File: src/rtl/uart_sram_tx_interface_pkg.sv
// Shared state types and constants for the UART SRAM transmit path and the
// top-level state machine that muxes it onto the SRAM controller.
package uart_sram_tx_interface_pkg;

  localparam int UART_CLKS_PER_BIT_115200 = 434;
  localparam int SRAM_READ_LATENCY_DEFAULT = 2;
  localparam int SRAM_ADDR_W = 18;
  localparam int SRAM_DATA_W = 16;

  typedef enum logic [2:0] {
    S_IDLE,
    S_ENABLE_UART_RX,
    S_WAIT_UART_RX,
    S_UART_TX
  } top_state_type;

  typedef enum logic [2:0] {
    S_TX_IDLE,
    S_TX_READ,
    S_TX_SEND_HI,
    S_TX_SEND_LO,
    S_TX_NEXT
  } tx_state_type;

  // 18-bit address arithmetic wraps naturally at 2^18.
  function automatic logic [SRAM_ADDR_W-1:0] next_sram_address(input logic [SRAM_ADDR_W-1:0] a);
    return a + 18'd1;
  endfunction

endpackage

File: src/rtl/uart_sram_tx_interface_uart_tx.sv
// UART_transmit_controller: 8N1 byte serializer. A new TX_start is accepted
// while idle or in the final stop-bit cycle, so consecutive bytes abut.
module uart_sram_tx_interface_uart_tx
  import uart_sram_tx_interface_pkg::*;
#(
  parameter int CLKS_PER_BIT = UART_CLKS_PER_BIT_115200
) (
  input  logic       Clock,
  input  logic       Resetn,
  input  logic [7:0] TX_data,
  input  logic       TX_start,
  output logic       TX_busy,
  output logic       TX_byte_done,
  output logic       UART_TX_O
);

  localparam int CW = $clog2(CLKS_PER_BIT);

  logic [CW-1:0] baud_q, baud_d;
  logic [3:0]    bit_q, bit_d;
  logic [9:0]    shift_q, shift_d;
  logic          busy_q, busy_d;
  logic          bit_end;

  assign bit_end      = (baud_q == CW'(CLKS_PER_BIT - 1));
  assign TX_byte_done = busy_q && bit_end && (bit_q == 4'd9);
  assign TX_busy      = busy_q;
  // Bit 0 of the shift register is the line itself; idle keeps it all ones.
  assign UART_TX_O    = shift_q[0];

  always_comb begin
    baud_d  = baud_q;
    bit_d   = bit_q;
    shift_d = shift_q;
    busy_d  = busy_q;
    if (busy_q) begin
      if (bit_end) begin
        baud_d = '0;
        if (bit_q == 4'd9) begin
          busy_d  = 1'b0;
          bit_d   = 4'd0;
          shift_d = '1;
        end else begin
          bit_d   = bit_q + 4'd1;
          shift_d = {1'b1, shift_q[9:1]};
        end
      end else begin
        baud_d = baud_q + 1'b1;
      end
    end
    if (TX_start && (!busy_q || TX_byte_done)) begin
      shift_d = {1'b1, TX_data, 1'b0};
      busy_d  = 1'b1;
      baud_d  = '0;
      bit_d   = 4'd0;
    end
  end

  always_ff @(posedge Clock or negedge Resetn) begin
    if (!Resetn) begin
      baud_q  <= '0;
      bit_q   <= 4'd0;
      shift_q <= '1;
      busy_q  <= 1'b0;
    end else begin
      baud_q  <= baud_d;
      bit_q   <= bit_d;
      shift_q <= shift_d;
      busy_q  <= busy_d;
    end
  end

endmodule

File: src/rtl/uart_sram_tx_interface.sv
// Reads a block of 16-bit SRAM words and sends each as two UART frames,
// high byte first, pulsing Done after the last stop bit.
module uart_sram_tx_interface
  import uart_sram_tx_interface_pkg::*;
#(
  parameter int CLKS_PER_BIT      = UART_CLKS_PER_BIT_115200,
  parameter int SRAM_READ_LATENCY = SRAM_READ_LATENCY_DEFAULT
) (
  input  logic        Clock,
  input  logic        Resetn,
  input  logic        Start,
  input  logic [17:0] Start_address,
  input  logic [17:0] Word_count,
  output logic [17:0] SRAM_address,
  output logic [15:0] SRAM_write_data,
  output logic        SRAM_we_n,
  input  logic [15:0] SRAM_read_data,
  output logic        UART_TX_O,
  output logic        Busy,
  output logic        Done
);

  localparam int LW = $clog2(SRAM_READ_LATENCY + 1);

  tx_state_type  state_q, state_d;
  logic [17:0]   addr_q, addr_d;
  logic [17:0]   remaining_q, remaining_d;
  logic [7:0]    lo_byte_q, lo_byte_d;
  logic [LW-1:0] wait_q, wait_d;
  logic          busy_q, busy_d;
  logic          done_q, done_d;
  logic          tx_start;
  logic [7:0]    tx_data;
  logic          tx_busy;
  logic          tx_byte_done;

  uart_sram_tx_interface_uart_tx #(
    .CLKS_PER_BIT(CLKS_PER_BIT)
  ) u_uart_tx (
    .Clock       (Clock),
    .Resetn      (Resetn),
    .TX_data     (tx_data),
    .TX_start    (tx_start),
    .TX_busy     (tx_busy),
    .TX_byte_done(tx_byte_done),
    .UART_TX_O   (UART_TX_O)
  );

  always_comb begin
    state_d     = state_q;
    addr_d      = addr_q;
    remaining_d = remaining_q;
    lo_byte_d   = lo_byte_q;
    wait_d      = wait_q;
    busy_d      = busy_q;
    done_d      = 1'b0;
    tx_start    = 1'b0;
    tx_data     = lo_byte_q;
    unique case (state_q)
      S_TX_IDLE: begin
        if (Start) begin
          if (Word_count == 18'd0) begin
            done_d = 1'b1;
          end else begin
            addr_d      = Start_address;
            remaining_d = Word_count;
            busy_d      = 1'b1;
            wait_d      = '0;
            state_d     = S_TX_READ;
          end
        end
      end
      S_TX_READ: begin
        // High byte goes straight from the SRAM bus; only the low byte is kept.
        if (wait_q == LW'(SRAM_READ_LATENCY)) begin
          if (!tx_busy) begin
            lo_byte_d = SRAM_read_data[7:0];
            tx_data   = SRAM_read_data[15:8];
            tx_start  = 1'b1;
            state_d   = S_TX_SEND_HI;
          end
        end else begin
          wait_d = wait_q + 1'b1;
        end
      end
      S_TX_SEND_HI: begin
        if (tx_byte_done) begin
          tx_start = 1'b1;
          tx_data  = lo_byte_q;
          state_d  = S_TX_SEND_LO;
        end
      end
      S_TX_SEND_LO: begin
        if (tx_byte_done) begin
          done_d  = (remaining_q == 18'd1);
          state_d = S_TX_NEXT;
        end
      end
      S_TX_NEXT: begin
        remaining_d = remaining_q - 18'd1;
        addr_d      = next_sram_address(addr_q);
        wait_d      = '0;
        if (remaining_q == 18'd1) begin
          busy_d  = 1'b0;
          state_d = S_TX_IDLE;
        end else begin
          state_d = S_TX_READ;
        end
      end
      default: state_d = S_TX_IDLE;
    endcase
  end

  always_ff @(posedge Clock or negedge Resetn) begin
    if (!Resetn) begin
      state_q     <= S_TX_IDLE;
      addr_q      <= '0;
      remaining_q <= '0;
      lo_byte_q   <= '0;
      wait_q      <= '0;
      busy_q      <= 1'b0;
      done_q      <= 1'b0;
    end else begin
      state_q     <= state_d;
      addr_q      <= addr_d;
      remaining_q <= remaining_d;
      lo_byte_q   <= lo_byte_d;
      wait_q      <= wait_d;
      busy_q      <= busy_d;
      done_q      <= done_d;
    end
  end

  assign SRAM_address    = addr_q;
  assign SRAM_write_data = 16'd0;
  assign SRAM_we_n       = 1'b1;
  assign Busy            = busy_q;
  assign Done            = done_q;

endmodule

File: config.mk
export PLATFORM = sky130hd
export DESIGN_NAME = uart_sram_tx_interface
export DESIGN_NICKNAME = d
export VERILOG_FILES = /design/src/rtl/uart_sram_tx_interface_pkg.sv /design/src/rtl/uart_sram_tx_interface_uart_tx.sv /design/src/rtl/uart_sram_tx_interface.sv
export SDC_FILE = /design/constraint.sdc
export NUM_CORES = 1
export LEC_CHECK = 0
export ABC_AREA = 1
export BUFFER_PORTS_ARGS = -buffer_cell sky130_fd_sc_hd__buf_2
export CAP_MARGIN = 25
export CORE_MARGIN = 3
export CORE_UTILIZATION = 27
export CTS_CLUSTER_DIAMETER = 60
export DETAILED_ROUTE_END_ITERATION = 8
export HOLD_SLACK_MARGIN = 0.15
export PLACE_DENSITY = 0.47
export SLEW_MARGIN = 20
export SYNTH_ARGS = -nofsm -noshare
export SYNTH_HDL_FRONTEND = slang
export SYNTH_SLANG_ARGS = --single-unit
File: constraint.sdc
create_clock -name Clock -period 2.2 [get_ports Clock]
set_input_delay 0.33 -clock Clock [delete_from_list [all_inputs] [get_ports Clock]]
set_output_delay 0.33 -clock Clock [all_outputs]
set_load 0.05 [all_outputs]
[Word-level counts from Yosys, hierarchy flattened]
Cells that the tools add are included.
Storage, ports and cells
  output and inout bits: 38
  bits of input ports: 55
  logic and storage cells: 98
  register bits: 75
Cells by class
  reduce and logical (&&, ||, !) cells: 17
  bitwise operators: 1
  equal/unequal tests: 16
  $add $sub $neg: 5
  multiplexer cells: 48
Operator list (count)
  $mux 18: 4
  $pmux 18 s2: 2
  $mux 9: 4
  $mux 10: 3
  $mux 8: 3
  $add 18x1->18 const B: 1
  $eq 18x1->1 const B: 1
  $logic_not 18->1: 1
  $mux 3: 6
  $sub 18x1->18 const B: 1
  $mux 4: 4
  $pmux 3 s5: 1
  $mux 1: 14
  $ne 2x2->1 const B: 6
  $add 9x1->9 const B: 1
  $eq 9x9->1 const B: 1
  $reduce_and 4->1: 2
  $eq 3x2->1 const B: 2
  $mux 2: 3
  $pmux 1 s2: 3
  $pmux 2 s3: 1
  $reduce_and 3->1: 2
  $reduce_and 6->1: 1
  $reduce_bool 2->1: 3
  14 further kinds: 17

[Depth between registers and ports, before layout]
  word-level depth: 8
  gate-level depth with buffers: 13
  mapped depth without buffers: 12

[Cells and area by module]
A second synthesis with hierarchy kept.
Unflattened totals
  cell total of the unflattened synthesis: 756
  area total of the unflattened synthesis: 5113.7 um^2
Modules (own cells, without submodules)
  uart_sram_tx_interface: cells each 590, area an instance 3719.8 um^2, seq. area each 1276.2 um^2, instances 1
  uart_sram_tx_interface_uart_tx: cells each 166, area an instance 1393.8 um^2, seq. area each 586.8 um^2, instances 1

[Worst setup path after synthesis]
No wires, ideal clock.
  path kind: register to register
  from: reg addr_q[0], in the netlist SRAM_address[0]
  to: reg addr_q[14], in the netlist SRAM_address[14]
  buffers on the path: 0
  cell stages (with the launch flop): 9
  data arrival time: 1.800 ns
  required time: 2.081 ns
  library setup time: 0.119 ns
  clock period less this slack: 1.919 ns
  setup slack: 0.281 ns
  path through: dfrtp_1 ha_1 nand2_1 nor3b_1 nand3_1 nand2_1 nand3_1 nand3_1 nand2_1
Between the ends
  word-level cells in the longest chain between the ends: 2
Ends and longest elaborated chain
  start, declared: line uart_sram_tx_interface.sv:26  | logic [17:0] addr_q, addr_d;
  start signal, assigned: line uart_sram_tx_interface.sv:125  | addr_q <= addr_d;
  $add 18x1->18: line uart_sram_tx_interface_pkg.sv:27  | return a + 18'd1;
  $pmux 18 s2: line uart_sram_tx_interface.sv:59  | unique case (state_q)
Every way passes these cells.
A chain may end at the register's enable or synchronous reset.

[Final worst setup path]
  from: reg state_q[0]
  to: reg addr_q[8], in the netlist SRAM_address[8]
Between the ends
  word-level cells in the longest chain between the ends: 3
  elaborated cells on any way between the ends: 7
  classes of those cells: eq/ne (3); mux (1); reduce/logical (3)
Ends and longest elaborated chain
  start, declared: line uart_sram_tx_interface.sv:25  | tx_state_type state_q, state_d;
  start signal, assigned: line uart_sram_tx_interface.sv:124  | state_q <= state_d;
  $eq 3x3->1 or $logic_not 3->1 (tied branches): line uart_sram_tx_interface.sv:59
  $reduce_bool 2->1 (no source line) or $ne 2x2->1 (tied branches)
  $reduce_and 3->1 (no source line)
Parallel ways exist; a longest one is shown, timed or not.

==> flow_metrics.tcl <==
set metrics [dict create \
    status "finished, final reports clean" \
    hpwl_um 10300 \
    worst_slack_ns 0.393 \
    area_growth_syn_to_layout_pct 19.2 \
    final_nets 863 \
    root_buffer "clkbuf_16" \
    fin_hold_ws_ns 0.218 \
    avgRoutedWirePerCell_um 13.6 \
    fin_tns_setup_ns 0 \
    core_sq_mm 0.0182 \
    routed_wl_um 14100 \
    grt_overflow 0 \
    antenna_found_initial 0 \
    track_usage_pct 14.3 \
    grt_pass1_wl_um 23500 \
    start_util_pct 27.8 \
    finalHoldViolations 0 \
    grt_max_degree 42 \
    dieArea_sq_mm 0.0205 \
    drt_iter0_drc 207 \
    netlist_area_sq_mm 0.00507 \
    setup_viol 0 \
    pre_cts_slack_ns 0.145 \
    powerDensity_mw_per_mm2 1320 \
    yosys_warnings 0 \
    critPathSlowestCell "dfrtp_1" \
    vias_per_cell 4.59 \
    first_pass_iters 4 \
    layout_common_cells "188 x nand2_1, 103 x nand3_1, 76 x nor2_1" \
    die_w_um 143 \
    cp_top_family "flip-flops" \
    syn_inst 722 \
    timing.critical_path.fanout_max 41 \
    cts_tree "built" \
    cts-htree-levels 3 \
    avgSynthCellArea_sq_um 7.02 \
    grt_pass1_vias 4601 \
    io_pins 93 \
    rsz0062_at_grt "false" \
    max_freq_ghz 0.553 \
    skew_ns 0.00830 \
    path_clk_slew_ns 0.07 \
    slew_viol_final 0 \
    cp.arrival_ns 2.07 \
    cts_made_buffers 9 \
    clockBufferDepth 2 \
    relSlewSlack_pct 65.3 \
    peakVddDrop_mv 0.907 \
    clkLatencyLatePin_ns 0.35 \
    worst_path_largest_cell_delay_ns 0.48 \
    post_cts_buffers 0 \
    cts.sinks 74 \
    endpoint_kind "flop" \
    ys_types 39 \
    gp_congestion 0.842 \
    critPathRequiredTime_ns 2.47 \
    io_buffer_count 75 \
    cp-start-kind "flop" \
    cpMostUsedCell "o21ai_0" \
    rows 49 \
    num_vias 4744 \
    worst_pin_slew_ns 0.516 \
    hold_class "in2reg" \
    synth_seq_cells 74 \
    min_period_over_period_pct 82.1 \
    cap_violations 0 \
    crit_buf_inv 2 \
    layout-drive-gt1-share_pct 20.6 \
    power.leakage_nw 3.00 \
    crit_type "reg2reg" \
    die_h_um 143 \
    min_period_ns 1.81 \
    n_antenna_cell 0 \
    layout_commonest_cell "nand2_1" \
    ys_seq_area_share_pct 36.8 \
    drtAntennaViolNets 0 \
    drcViolationCount 0 \
    crit_chain "nor2_2 > nand2_1 > inv_1 > buf_12 > o21ai_0 > o21ai_0 > nand2_1 > o21ai_0" \
]
==> area by class of cell <==
class | instances | area, sq um
clock buffer | 10 | 229
clock inverter | 6 | 91.3
timing repair buffer | 99 | 598
sequential | 74 | 1860
tap | 229 | 287
inverter | 71 | 267
multi-input combinational | 545 | 2710
fill | 2006 | 12200
==> worst paths after layout <==
path	from	end	slack [ns]	cells after the start
min in group asynchronous	Resetn	u_uart_tx.baud_q[7]	0.50	2
min	Start_address[0]	SRAM_address[0]	0.22	3
max	state_q[0]	SRAM_address[8]	0.39	8
min reg2reg	lo_byte_q[5]	lo_byte_q[5]	0.47	2
max reg2reg	state_q[0]	SRAM_address[8]	0.39	8
max in group asynchronous	Resetn	u_uart_tx.shift_q[2]	1.08	3
==> logic make-up after synthesis <==
| logic type | count (synthesis) | synth area share, % |
|---|---|---|
| DFF | 74 | 36.8 |
| adders and majority gates | 8 | 1.97 |
| other | 2 | 0.148 |
| AOI/OAI and AO/OA | 77 | 9.40 |
| xor gates and xnor gates | 14 | 2.42 |
| buffers and inverters | 118 | 11.1 |
| and+or+nand+nor | 429 | 38.2 |
==> what timing repair did <==
action / 4_1_cts / 5_1_grt
endpoints found under the hold margin: 26 / 0
hold buffers: 1 / 0
gates resized for setup: 0 / 0
==> synthesized netlist by cell type (all sizes together) <==
| library cell | instances | area share [%] |
|---|---|---|
| a21oi | 10 | 1.1 |
| a22oi | 2 | 0.49 |
| buf | 37 | 5.1 |
| clkbuf | 10 | 0.77 |
| conb | 2 | 0.15 |
| dfrtp | 65 | 32 |
| dfstp | 9 | 4.7 |
| ha | 8 | 2.0 |
| inv | 71 | 5.3 |
| nand2 | 193 | 15 |
| nand3 | 105 | 11 |
| nand3b | 2 | 0.30 |
| nand4 | 14 | 2.0 |
| nor2 | 82 | 6.7 |
| nor3 | 12 | 1.2 |
| nor3b | 1 | 0.15 |
| o2111ai | 13 | 2.2 |
| o211ai | 3 | 0.54 |
| o21ai | 49 | 5.1 |
| or2 | 20 | 2.5 |
| xnor2 | 2 | 0.35 |
| xor2 | 12 | 2.1 |
==> state kept, by name, summed over array words and instances (netlist names) <==
signal / flops
wait_q: 2
u_uart_tx.TX_busy: 1
state_q: 3
u_uart_tx.baud_q: 9
Done: 1
Busy: 1
SRAM_address: 18
u_uart_tx.bit_q: 4
u_uart_tx.shift_q: 9
lo_byte_q: 8
remaining_q: 18
==> stage by stage <==
stage          std cells  power, mW  instance area, sq um  util [%]
2_1_floorplan        737       5.42                  5120         -
3_3_place_gp        1017       6.38                  5710      31.4
3_5_place_dp        1017       6.38                  5710      31.4
4_1_cts             1034       8.06                  6040      33.2
5_1_grt             1034       8.67                  6040      33.2
6_report            1034       7.96                  6040      33.2
==> where the power goes <==
| group | switching [mW] | internal [mW] | leakage, nW |
|---|---|---|---|
| registers | 0.630 | 2.02 | 0.900 |
| clock network | 0.638 | 0.996 | 0.145 |
| logic | 2.45 | 1.22 | 1.95 |
==> worst reg2reg max path: cells and delay by family, from the launching register on <==
family	cells	cell delay, ns
simple gates	3	0.47
compound gates	3	0.37
buf+inv	2	0.41
flops	1	0.48
==> routing by layer <==
metal  vias up  routed length, um  part of all wire (%)  GRT usage (%)
li1       2468                  -                     -              -
met5         -                  0                     0              0
met1      2180               6770                    48           19.6
met2        84               6570                    47           23.0
met4         0                147                   1.0           3.55
met3        12                608                   4.3           3.35
Power figures use the tool's default switching activity.
